File: config.mk
export PLATFORM = sky130hd
export DESIGN_NAME = tinode_axil_initiator
export DESIGN_NICKNAME = d
export VERILOG_FILES = /design/src/rtl/tinode_axil_pkg.sv /design/src/rtl/tinode_axil_timeout.sv /design/src/rtl/tinode_axil_initiator.sv
export SDC_FILE = /design/constraint.sdc
export NUM_CORES = 1
export LEC_CHECK = 0
export CORE_ASPECT_RATIO = 1.25
export CORE_MARGIN = 4
export CORE_UTILIZATION = 39
export DETAILED_ROUTE_END_ITERATION = 7
export GPL_TIMING_DRIVEN = 1
export PLACE_DENSITY_LB_ADDON = 0.1
export SYNTH_ARGS = -nofsm -noshare
export SYNTH_HDL_FRONTEND = slang
export SYNTH_SLANG_ARGS = --single-unit
File: constraint.sdc
create_clock -name CLKReg -period 4.95 [get_ports CLKReg]
set_input_delay 0.99 -clock CLKReg [delete_from_list [all_inputs] [get_ports CLKReg]]
set_output_delay 0.99 -clock CLKReg [all_outputs]
set_load 0.1 [all_outputs]
File: src/rtl/tinode_axil_pkg.sv
// Shared types and constants for the TInode AXI4-Lite register initiator.
package tinode_axil_pkg;

  typedef enum logic [2:0] {
    ST_IDLE,
    ST_WR_REQ,
    ST_WR_RESP,
    ST_RD_REQ,
    ST_RD_RESP,
    ST_RESP,
    ST_DRAIN
  } state_e;

  localparam logic [1:0] RESP_OKAY    = 2'b00;
  localparam logic [1:0] RESP_SLVERR  = 2'b10;
  localparam logic [2:0] PROT_DEFAULT = 3'b000;

  // Size of the TInode register slave address window, in bytes.
  localparam int unsigned TINODE_WIN_BYTES = 512;

  // Width of the response-phase timeout counter (covers TIMEOUT_CYCLES up to 65535).
  localparam int unsigned TO_CNT_W = 16;

endpackage

File: src/rtl/tinode_axil_timeout.sv
// Loadable down-counter guarding the B/R response wait. expired_o is high
// once the counter has walked down to zero.
module tinode_axil_timeout
  import tinode_axil_pkg::*;
#(
  parameter int unsigned CNT_W = TO_CNT_W
) (
  input  logic             clk_i,
  input  logic             rst_i,
  input  logic             load_i,
  input  logic             en_i,
  input  logic [CNT_W-1:0] load_val_i,
  output logic             expired_o
);

  logic [CNT_W-1:0] cnt_q, cnt_d;

  // Next count: reload takes priority, otherwise decrement while enabled and non-zero.
  always_comb begin
    cnt_d = cnt_q;
    if (load_i)                   cnt_d = load_val_i;
    else if (en_i && cnt_q != '0) cnt_d = cnt_q - 1'b1;
  end

  // Counter register.
  always_ff @(posedge clk_i or posedge rst_i) begin
    if (rst_i) cnt_q <= '0;
    else       cnt_q <= cnt_d;
  end

  assign expired_o = (cnt_q == '0);

endmodule

File: src/rtl/tinode_axil_initiator.sv
// AXI4-Lite initiator: runs one register read or write at a time for the
// firmware command port and returns data/response, with a response-phase
// timeout and a drain state that swallows a late B/R after a timeout.
module tinode_axil_initiator
  import tinode_axil_pkg::*;
#(
  parameter int unsigned TIMEOUT_CYCLES = 1024,
  parameter int unsigned ADDR_W         = 32
) (
  input  logic              CLKReg,
  input  logic              axi_areset,
  input  logic              cmd_valid,
  output logic              cmd_ready,
  input  logic              cmd_write,
  input  logic [ADDR_W-1:0] cmd_addr,
  input  logic [31:0]       cmd_wdata,
  input  logic [3:0]        cmd_wstrb,
  output logic              rsp_valid,
  input  logic              rsp_ready,
  output logic [31:0]       rsp_rdata,
  output logic [1:0]        rsp_resp,
  output logic              rsp_timeout,
  output logic [ADDR_W-1:0] m_axil_awaddr,
  output logic [2:0]        m_axil_awprot,
  output logic              m_axil_awvalid,
  input  logic              m_axil_awready,
  output logic [31:0]       m_axil_wdata,
  output logic [3:0]        m_axil_wstrb,
  output logic              m_axil_wvalid,
  input  logic              m_axil_wready,
  input  logic [1:0]        m_axil_bresp,
  input  logic              m_axil_bvalid,
  output logic              m_axil_bready,
  output logic [ADDR_W-1:0] m_axil_araddr,
  output logic [2:0]        m_axil_arprot,
  output logic              m_axil_arvalid,
  input  logic              m_axil_arready,
  input  logic [31:0]       m_axil_rdata,
  input  logic [1:0]        m_axil_rresp,
  input  logic              m_axil_rvalid,
  output logic              m_axil_rready
);

  // Expiry is seen on the TIMEOUT_CYCLES-th wait cycle, so load one less.
  localparam logic [TO_CNT_W-1:0] TO_LOAD = TO_CNT_W'(TIMEOUT_CYCLES - 1);

  state_e            state_q;
  logic              is_wr_q;
  logic              cmd_ready_q, rsp_valid_q, rsp_timeout_q;
  logic [31:0]       rsp_rdata_q;
  logic [1:0]        rsp_resp_q;
  logic [ADDR_W-1:0] awaddr_q, araddr_q;
  logic [31:0]       wdata_q;
  logic [3:0]        wstrb_q;
  logic              awvalid_q, wvalid_q, bready_q, arvalid_q, rready_q;

  logic              to_load, to_en, to_expired;
  logic              aw_done, w_done;
  logic [ADDR_W-1:0] addr_aligned;

  // Word alignment done as a mask so the dropped low bits stay in use.
  assign addr_aligned = cmd_addr & ~ADDR_W'(3);

  // A channel is finished once its valid has dropped or handshakes this cycle.
  assign aw_done = !awvalid_q || m_axil_awready;
  assign w_done  = !wvalid_q  || m_axil_wready;

  // Counter reloads outside the response waits, so it is fresh on entry.
  assign to_load = (state_q != ST_WR_RESP) && (state_q != ST_RD_RESP);
  assign to_en   = !to_load;

  tinode_axil_timeout #(.CNT_W(TO_CNT_W)) u_timeout (
    .clk_i      (CLKReg),
    .rst_i      (axi_areset),
    .load_i     (to_load),
    .en_i       (to_en),
    .load_val_i (TO_LOAD),
    .expired_o  (to_expired)
  );

  // Transaction FSM with all bus/response outputs registered.
  always_ff @(posedge CLKReg or posedge axi_areset) begin
    if (axi_areset) begin
      state_q       <= ST_IDLE;
      is_wr_q       <= 1'b0;
      cmd_ready_q   <= 1'b0;
      rsp_valid_q   <= 1'b0;
      rsp_timeout_q <= 1'b0;
      rsp_rdata_q   <= '0;
      rsp_resp_q    <= RESP_OKAY;
      awaddr_q      <= '0;
      araddr_q      <= '0;
      wdata_q       <= '0;
      wstrb_q       <= '0;
      awvalid_q     <= 1'b0;
      wvalid_q      <= 1'b0;
      bready_q      <= 1'b0;
      arvalid_q     <= 1'b0;
      rready_q      <= 1'b0;
    end else begin
      unique case (state_q)
        ST_IDLE: begin
          cmd_ready_q <= 1'b1;
          if (cmd_valid && cmd_ready_q) begin
            cmd_ready_q <= 1'b0;
            is_wr_q     <= cmd_write;
            if (cmd_write) begin
              awaddr_q  <= addr_aligned;
              wdata_q   <= cmd_wdata;
              wstrb_q   <= cmd_wstrb;
              awvalid_q <= 1'b1;
              wvalid_q  <= 1'b1;
              state_q   <= ST_WR_REQ;
            end else begin
              araddr_q  <= addr_aligned;
              arvalid_q <= 1'b1;
              state_q   <= ST_RD_REQ;
            end
          end
        end
        ST_WR_REQ: begin
          if (m_axil_awready) awvalid_q <= 1'b0;
          if (m_axil_wready)  wvalid_q  <= 1'b0;
          if (aw_done && w_done) begin
            bready_q <= 1'b1;
            state_q  <= ST_WR_RESP;
          end
        end
        ST_WR_RESP: begin
          // A B arriving in the expiry cycle still wins.
          if (m_axil_bvalid) begin
            bready_q      <= 1'b0;
            rsp_rdata_q   <= '0;
            rsp_resp_q    <= m_axil_bresp;
            rsp_timeout_q <= 1'b0;
            rsp_valid_q   <= 1'b1;
            state_q       <= ST_RESP;
          end else if (to_expired) begin
            bready_q      <= 1'b0;
            rsp_rdata_q   <= '0;
            rsp_resp_q    <= RESP_SLVERR;
            rsp_timeout_q <= 1'b1;
            rsp_valid_q   <= 1'b1;
            state_q       <= ST_RESP;
          end
        end
        ST_RD_REQ: begin
          if (m_axil_arready) begin
            arvalid_q <= 1'b0;
            rready_q  <= 1'b1;
            state_q   <= ST_RD_RESP;
          end
        end
        ST_RD_RESP: begin
          if (m_axil_rvalid) begin
            rready_q      <= 1'b0;
            rsp_rdata_q   <= m_axil_rdata;
            rsp_resp_q    <= m_axil_rresp;
            rsp_timeout_q <= 1'b0;
            rsp_valid_q   <= 1'b1;
            state_q       <= ST_RESP;
          end else if (to_expired) begin
            rready_q      <= 1'b0;
            rsp_rdata_q   <= '0;
            rsp_resp_q    <= RESP_SLVERR;
            rsp_timeout_q <= 1'b1;
            rsp_valid_q   <= 1'b1;
            state_q       <= ST_RESP;
          end
        end
        ST_RESP: begin
          // Ready stays low here so a late B/R is only ever taken in DRAIN.
          if (rsp_ready) begin
            rsp_valid_q <= 1'b0;
            if (rsp_timeout_q) begin
              bready_q <= is_wr_q;
              rready_q <= !is_wr_q;
              state_q  <= ST_DRAIN;
            end else begin
              cmd_ready_q <= 1'b1;
              state_q     <= ST_IDLE;
            end
          end
        end
        ST_DRAIN: begin
          if (is_wr_q ? m_axil_bvalid : m_axil_rvalid) begin
            bready_q    <= 1'b0;
            rready_q    <= 1'b0;
            cmd_ready_q <= 1'b1;
            state_q     <= ST_IDLE;
          end
        end
        default: state_q <= ST_IDLE;
      endcase
    end
  end

  assign cmd_ready      = cmd_ready_q;
  assign rsp_valid      = rsp_valid_q;
  assign rsp_rdata      = rsp_rdata_q;
  assign rsp_resp       = rsp_resp_q;
  assign rsp_timeout    = rsp_timeout_q;
  assign m_axil_awaddr  = awaddr_q;
  assign m_axil_awprot  = PROT_DEFAULT;
  assign m_axil_awvalid = awvalid_q;
  assign m_axil_wdata   = wdata_q;
  assign m_axil_wstrb   = wstrb_q;
  assign m_axil_wvalid  = wvalid_q;
  assign m_axil_bready  = bready_q;
  assign m_axil_araddr  = araddr_q;
  assign m_axil_arprot  = PROT_DEFAULT;
  assign m_axil_arvalid = arvalid_q;
  assign m_axil_rready  = rready_q;

endmodule
==> flow_summary.toml, run 1 <==
[sta]
relSlewSlack_pct = 23.04
skew_ns = 0.01115
finalSetupViolations = 0
drv_slew = 0
worst_slew_pin_slew_ns = 1.152
hold_viol = 0
rsz0062_at_grt = "no"
setup_tns_ns = 0
setup_ws_ns = 1.901
min_period_ns = 3.049
period_share_pct = 61.60
fmax_mhz = 327.9

[job]
cap_violations = 0

[clock_network]
postCtsSetupBuffers = 0
clk_pin_slew_worst_paths_ns = 0.06
clockBufferDepth = 2
worst_skew_pair.late_latency_ns = 0.42
h-tree-depth = 4
cts_buffers = 17
cts.sinks = 158
root_buffer = "clkbuf_16"
cts_tree = "done"
cts_resized = 0
cts_hold_buf = 0

[min_path]
worstHoldStart = "m_axil_rready$_DFFE_PP0P_"
min_path_cells = 1
hold_path_class = "flop to flop"
hold_path_end = "m_axil_rready$_DFFE_PP0P_"

[finish]
nets = 847
area_growth_pct = 50.00
antenna_cells = 0
drive_gt1_share_pct = 19.60

[die]
start_util_pct = 39.99
die_w_um = 123.7
die_y_um = 152.7
dieArea_um2 = 18890
io_pins = 262
num_rows = 52
coreArea_um2 = 16330

[setup_path]
end_kind = "primary output"
r2r_cells = 6
critPathLaunchType = "flop"
path_buf_inv = 1
cp.required_ns = 3.96
max_stage_delay_ns = 1.18
crit_slowest_cell = "clkdlybuf4s50_1"
cp_top_family = "buffers and inverters"
worstPathArrival_ns = 2.06
cp_cell_sequence = "clkdlybuf4s50_1"
criticalPathCategory = "flop to primary output"
r2r_start = "state_q[2]$_DFFE_PP0P_"
cp_max_fo = 6
r2r_slack_ns = 2.31
reg2reg_to = "rsp_rdata[0]$_DFFE_PP0N_"

[drt]
vias = 4836
post-route-drc-count = 0
vias_per_cell = 5.032
wl_per_cell_um = 18.31
ant_nets = 0
drt_iter0_drc = 235
firstDrtPassIters = 4
wl_mm = 17.60

[yosys]
synthFlopType = "dfrtp_1"
yosys.area.top_type = "dfrtp_1"
synth_top_area_share_pct = 60.54
async_reset_ff_share_pct = 100.0
yosysUniqueCellTypes = 62
synth_warnings = 0
synth_area_leaders = "dfrtp_1 (61%), mux2_2 (17%), a22o_1 (4.3%)"
seq_area_frac_synth_pct = 60.54
syn_area_per_cell_um2 = 13.49
synth-seq-cells = 158
netlist_area_um2 = 6531
synth_edf_count = 0
synthCells = 484

[placement]
hpwl_mm = 12.86
globalplace.congestion = 0.8324
io_buffer_count = 249
preCtsSetupSlack_ns = 1.768

[outcome]
status = "finished, final reports clean"

[grt]
overflow = 0
grt_max_degree = 78
grt_pass1_wl_mm = 28.57
grt_pass1_vias = 5357
grt_util_all_layers_pct = 19.41
antenna_found_initial = 0
## per-stage QoR
step | utilization [%] | cells | instance area (µm²) | hold WS (ns)
floorplan | - | 493 | 6569 | 0.4895
global route | 59.99 | 961 | 9797 | 0.5134
finish | 59.99 | 961 | 9797 | 0.4947
global placement | 56.48 | 929 | 9224 | 0.4735
detailed placement | 56.48 | 929 | 9224 | 0.4843
CTS | 59.99 | 961 | 9797 | 0.4990
## cell usage after synthesis (3+ instances only)
master,n
buf_6,3
a22o_1,32
buf_2,5
xnor2_1,6
inv_1,7
or4_1,4
buf_1,5
nand2_1,18
dfrtp_1,158
nor2b_1,4
a21oi_1,12
o21ai_0,12
nand3_1,7
clkbuf_1,12
nor4_1,5
o211ai_1,4
mux2_2,96
nor2_1,19
xor2_1,3
nand2b_1,7
buf_4,10
nor3_1,6
## layout by cell type, fill, tap and decap left out, drive strengths merged, types with 7 or more instances in the layout
cell	netlist	routed
nand2b	7	7
o21ai	15	15
a22o	32	32
dfrtp	158	158
inv	7	10
nand2	19	19
clkbuf	12	18
a21oi	12	12
clkinv	0	7
mux2	97	97
nand3	7	7
conb	1	10
nor2	20	20
clkdlybuf4s50	0	249
## per-layer routing
layer | share of wire (%) | vias to the layer above | global-route usage (%)
met5 | 0 | - | 0
met4 | 1.5 | 0 | 5.752
met3 | 7.2 | 16 | 6.461
met2 | 53 | 150 | 33.26
met1 | 38 | 2424 | 22.86
li1 | - | 2246 | -
## registers in the layout, summed over array words and instances (netlist names)
| signal | flops |
|---|---|
| m_axil_araddr | 30 |
| m_axil_rready | 1 |
| rsp_valid | 1 |
| m_axil_awaddr | 30 |
| m_axil_arvalid | 1 |
| rsp_rdata | 32 |
| m_axil_bready | 1 |
| m_axil_wdata | 32 |
| m_axil_awvalid | 1 |
| is_wr_q | 1 |
| rsp_timeout | 1 |
| cmd_ready | 1 |
| u_timeout.cnt_q | 16 |
| state_q | 3 |
| m_axil_wstrb | 4 |
| rsp_resp | 2 |
| m_axil_wvalid | 1 |
## layout make-up
class / count / area, µm²
Clock buffer: 18 / 439.2
Tap cell: 216 / 270.3
Multi-Input combinational cell: 293 / 2407
Timing Repair Buffer: 255 / 2562
Inverter: 7 / 30.03
Fill cell: 1332 / 6534
Sequential cell: 158 / 3954
Clock inverter: 14 / 133.9
## cells by family after synthesis
| logic type | count (synthesis) | synth area share (%) |
|---|---|---|
| AO/OA/AOI/OAI | 89 | 10.10 |
| AND/OR/NAND/NOR | 85 | 7.452 |
| multiplexers | 99 | 17.03 |
| buffers and inverters | 42 | 3.429 |
| other | 1 | 0.05742 |
| adder cells (fa/ha/maj) | 1 | 0.1915 |
| flip-flops | 158 | 60.54 |
| XOR/XNOR | 9 | 1.207 |
## worst max path at each step
stage,start,endpoint,slack (ns),depth (start not counted)
after floorplan,axi_areset,cmd_ready$_DFFE_PP0P_,1.96,1
after global placement,m_axil_rvalid,rsp_rdata[5]$_DFFE_PP0N_,1.84,7
after detailed placement,m_axil_rvalid,rsp_rdata[0]$_DFFE_PP0N_,1.77,7
after CTS,rsp_timeout$_DFFE_PP0N_,rsp_timeout,1.88,1
after global routing,rsp_timeout$_DFFE_PP0N_,rsp_timeout,1.84,1
final,rsp_timeout$_DFFE_PP0N_,rsp_timeout,1.90,1
Power of run 1 is not shown: default switching activity piles up to over one toggle a cycle in this logic, so the estimate is an artifact.
==> inputs of run 2 (changes only) <==
--- a/config.mk
+++ b/config.mk
@@ -7,7 +7,7 @@
 export LEC_CHECK = 0
 export CORE_ASPECT_RATIO = 1.25
 export CORE_MARGIN = 4
-export CORE_UTILIZATION = 39
+export CORE_UTILIZATION = 43
 export DETAILED_ROUTE_END_ITERATION = 7
 export GPL_TIMING_DRIVEN = 1
 export PLACE_DENSITY_LB_ADDON = 0.1
==> constraint.sdc (replaced) <==
create_clock -name CLKReg -period 2.84 [get_ports CLKReg]
set_input_delay 0.568 -clock CLKReg [delete_from_list [all_inputs] [get_ports CLKReg]]
set_output_delay 0.568 -clock CLKReg [all_outputs]
set_load 0.1 [all_outputs]
==> run 2 against run 1 <==
Effect of this change: first-iteration DRC count decreased by 7.2%; register-to-register slack got worse by 2.0 ns; sequential share of layout area increased by 1.2 points; clock skew increased by 0.0033 ns; flip-flop and latch count unchanged; setup slack got worse by 1.6 ns; critical path depth increased by 6; final area decreased by 3.0%; via count increased by 2.0%; non-clock buffer count increased by 8; core utilization increased by 3.6 points; count of clock-buffer cells in the layout increased by 4; largest cell class unchanged; highest routed layer unchanged.
==> flow_summary.toml, run 2 (synthesis results as in run 1) <==
[clock_network]
cts_tree = "done"
cts_buffers = 17
postCtsSetupBuffers = 0
worst_skew_pair.late_latency_ns = 0.42
cts.sinks = 158
cts_hold_buf = 0
root_buffer = "clkbuf_16"
clockBufferDepth = 2
h-tree-depth = 4
clk_pin_slew_worst_paths_ns = 0.06
cts_resized = 0

[sta]
hold_viol = 0
drv_slew = 0
skew_ns = 0.01446
period_share_pct = 90.05
worst_slew_pin_slew_ns = 0.6699
finalSetupViolations = 0
setup_tns_ns = 0
fmax_mhz = 391.0
rsz0062_at_grt = "no"
relSlewSlack_pct = 55.18
min_period_ns = 2.557

[setup_path]
path_buf_inv = 1
cp.required_ns = 3.14
cp_max_fo = 33
critPathLaunchType = "flop"
max_stage_delay_ns = 0.51
criticalPathCategory = "flop to flop"
crit_slowest_cell = "or4b_4"
cp_cell_sequence = "inv_1 > ha_1 > or4b_4 > nand4bb_4 > o21ai_2 > nand2_2 > a22o_1"
cp_top_family = "simple AND/OR/NAND/NOR gates"
worstPathArrival_ns = 2.86
end_kind = "flop"

[drt]
post-route-drc-count = 0
vias_per_cell = 5.274
wl_per_cell_um = 18.71
wl_mm = 17.50
ant_nets = 0
drt_iter0_drc = 218
firstDrtPassIters = 5
vias = 4931

[die]
start_util_pct = 43.68
dieArea_um2 = 17240
die_y_um = 145.8
coreArea_um2 = 14950
num_rows = 50
io_pins = 262
die_w_um = 118.2

[grt]
antenna_found_initial = 0
overflow = 0
grt_pass1_vias = 5353
grt_pass1_wl_mm = 28.46
grt_util_all_layers_pct = 20.64
grt_max_degree = 78

[finish]
fill_cells = 1185
drive_gt1_share_pct = 38.25
area_growth_pct = 45.54
antenna_cells = 0
mostFrequentLayoutCells = "dfrtp_1 (158), buf_4 (149), clkdlybuf4s50_1 (111)"
final_common_cell = "dfrtp_1"
nets = 855

[outcome]
status = "finished, final reports clean"

[placement]
globalplace.congestion = 0.8553
hpwl_mm = 12.81
io_buffer_count = 249

[job]
cap_violations = 0

[min_path]
hold_path_class = "flop to flop"
## run 2: changes by cell type in the layout (fill, tap and decap cells not counted), sizes merged
cell           delta
buf             +146
bufinv            +2
clkbuf            +4
clkdlybuf4s50   -138
clkinv            -3
inv               -3
## run 2: metrics by stage
step / hold slack, ns / instance area (µm²) / utilization (%) / instances / worst slack (ns)
after CTS: 0.4993 / 9505 / 63.57 / 935 / 0.2817
final: 0.4985 / 9505 / 63.57 / 935 / 0.2827
after detailed placement: 0.4828 / 8914 / 59.62 / 903 / 0.2838
after floorplan: 0.4895 / 6569 / - / 493 / 0.2711
after global routing: 0.5183 / 9505 / 63.57 / 935 / 0.1102
after global placement: 0.4769 / 8914 / 59.62 / 903 / 0.3453
## run 2: final cells by class
type	instances	area (µm²)	share of cell area, %
clock buffer	22	454.2	4.778
tap	182	227.7	2.396
clock inverter	10	137.6	1.448
timing repair buffer	263	2290	24.09
inverter	7	30.03	0.3159
multi-input combinational	293	2412	25.38
sequential	158	3954	41.60
## run 2: worst paths after layout
check | startpoint | end | slack, ns | depth (start not counted)
max reg2reg | u_timeout.cnt_q[0]$_DFFE_PP0P_ | rsp_rdata[2]$_DFFE_PP0N_ | 0.28 | 7
max | u_timeout.cnt_q[0]$_DFFE_PP0P_ | rsp_rdata[2]$_DFFE_PP0N_ | 0.28 | 7
min | rsp_resp[0]$_DFFE_PP0N_ | rsp_resp[0]$_DFFE_PP0N_ | 0.50 | 1
min reg2reg | rsp_resp[0]$_DFFE_PP0N_ | rsp_resp[0]$_DFFE_PP0N_ | 0.50 | 1
min in group asynchronous | axi_areset | rsp_rdata[4]$_DFFE_PP0N_ | 0.67 | 3
max in group asynchronous | axi_areset | u_timeout.cnt_q[8]$_DFFE_PP0P_ | 1.78 | 3
## run 2: layer usage
| layer | global-route usage [%] | part of all wire [%] | up-vias | wire length (µm) |
|---|---|---|---|---|
| met4 | 6.804 | 2.1 | 0 | 376 |
| met3 | 7.893 | 7.9 | 27 | 1385 |
| met2 | 35.74 | 53 | 179 | 9333 |
| met5 | 0 | 0 | - | 0 |
| met1 | 23.42 | 37 | 2472 | 6401 |
| li1 | - | - | 2253 | - |
Power of run 2 is left out for the same reason.
==> inputs of run 3 (changes only) <==
--- a/config.mk
+++ b/config.mk
@@ -5,6 +5,7 @@
 export SDC_FILE = /design/constraint.sdc
 export NUM_CORES = 1
 export LEC_CHECK = 0
+export ABC_CLOCK_PERIOD_IN_PS = 2840
 export CORE_ASPECT_RATIO = 1.25
 export CORE_MARGIN = 4
 export CORE_UTILIZATION = 43
==> results of run 3 <==
No change in the layout: final DEF, timing and power equal those of run 2.
Power of run 3 is left out for the same reason.
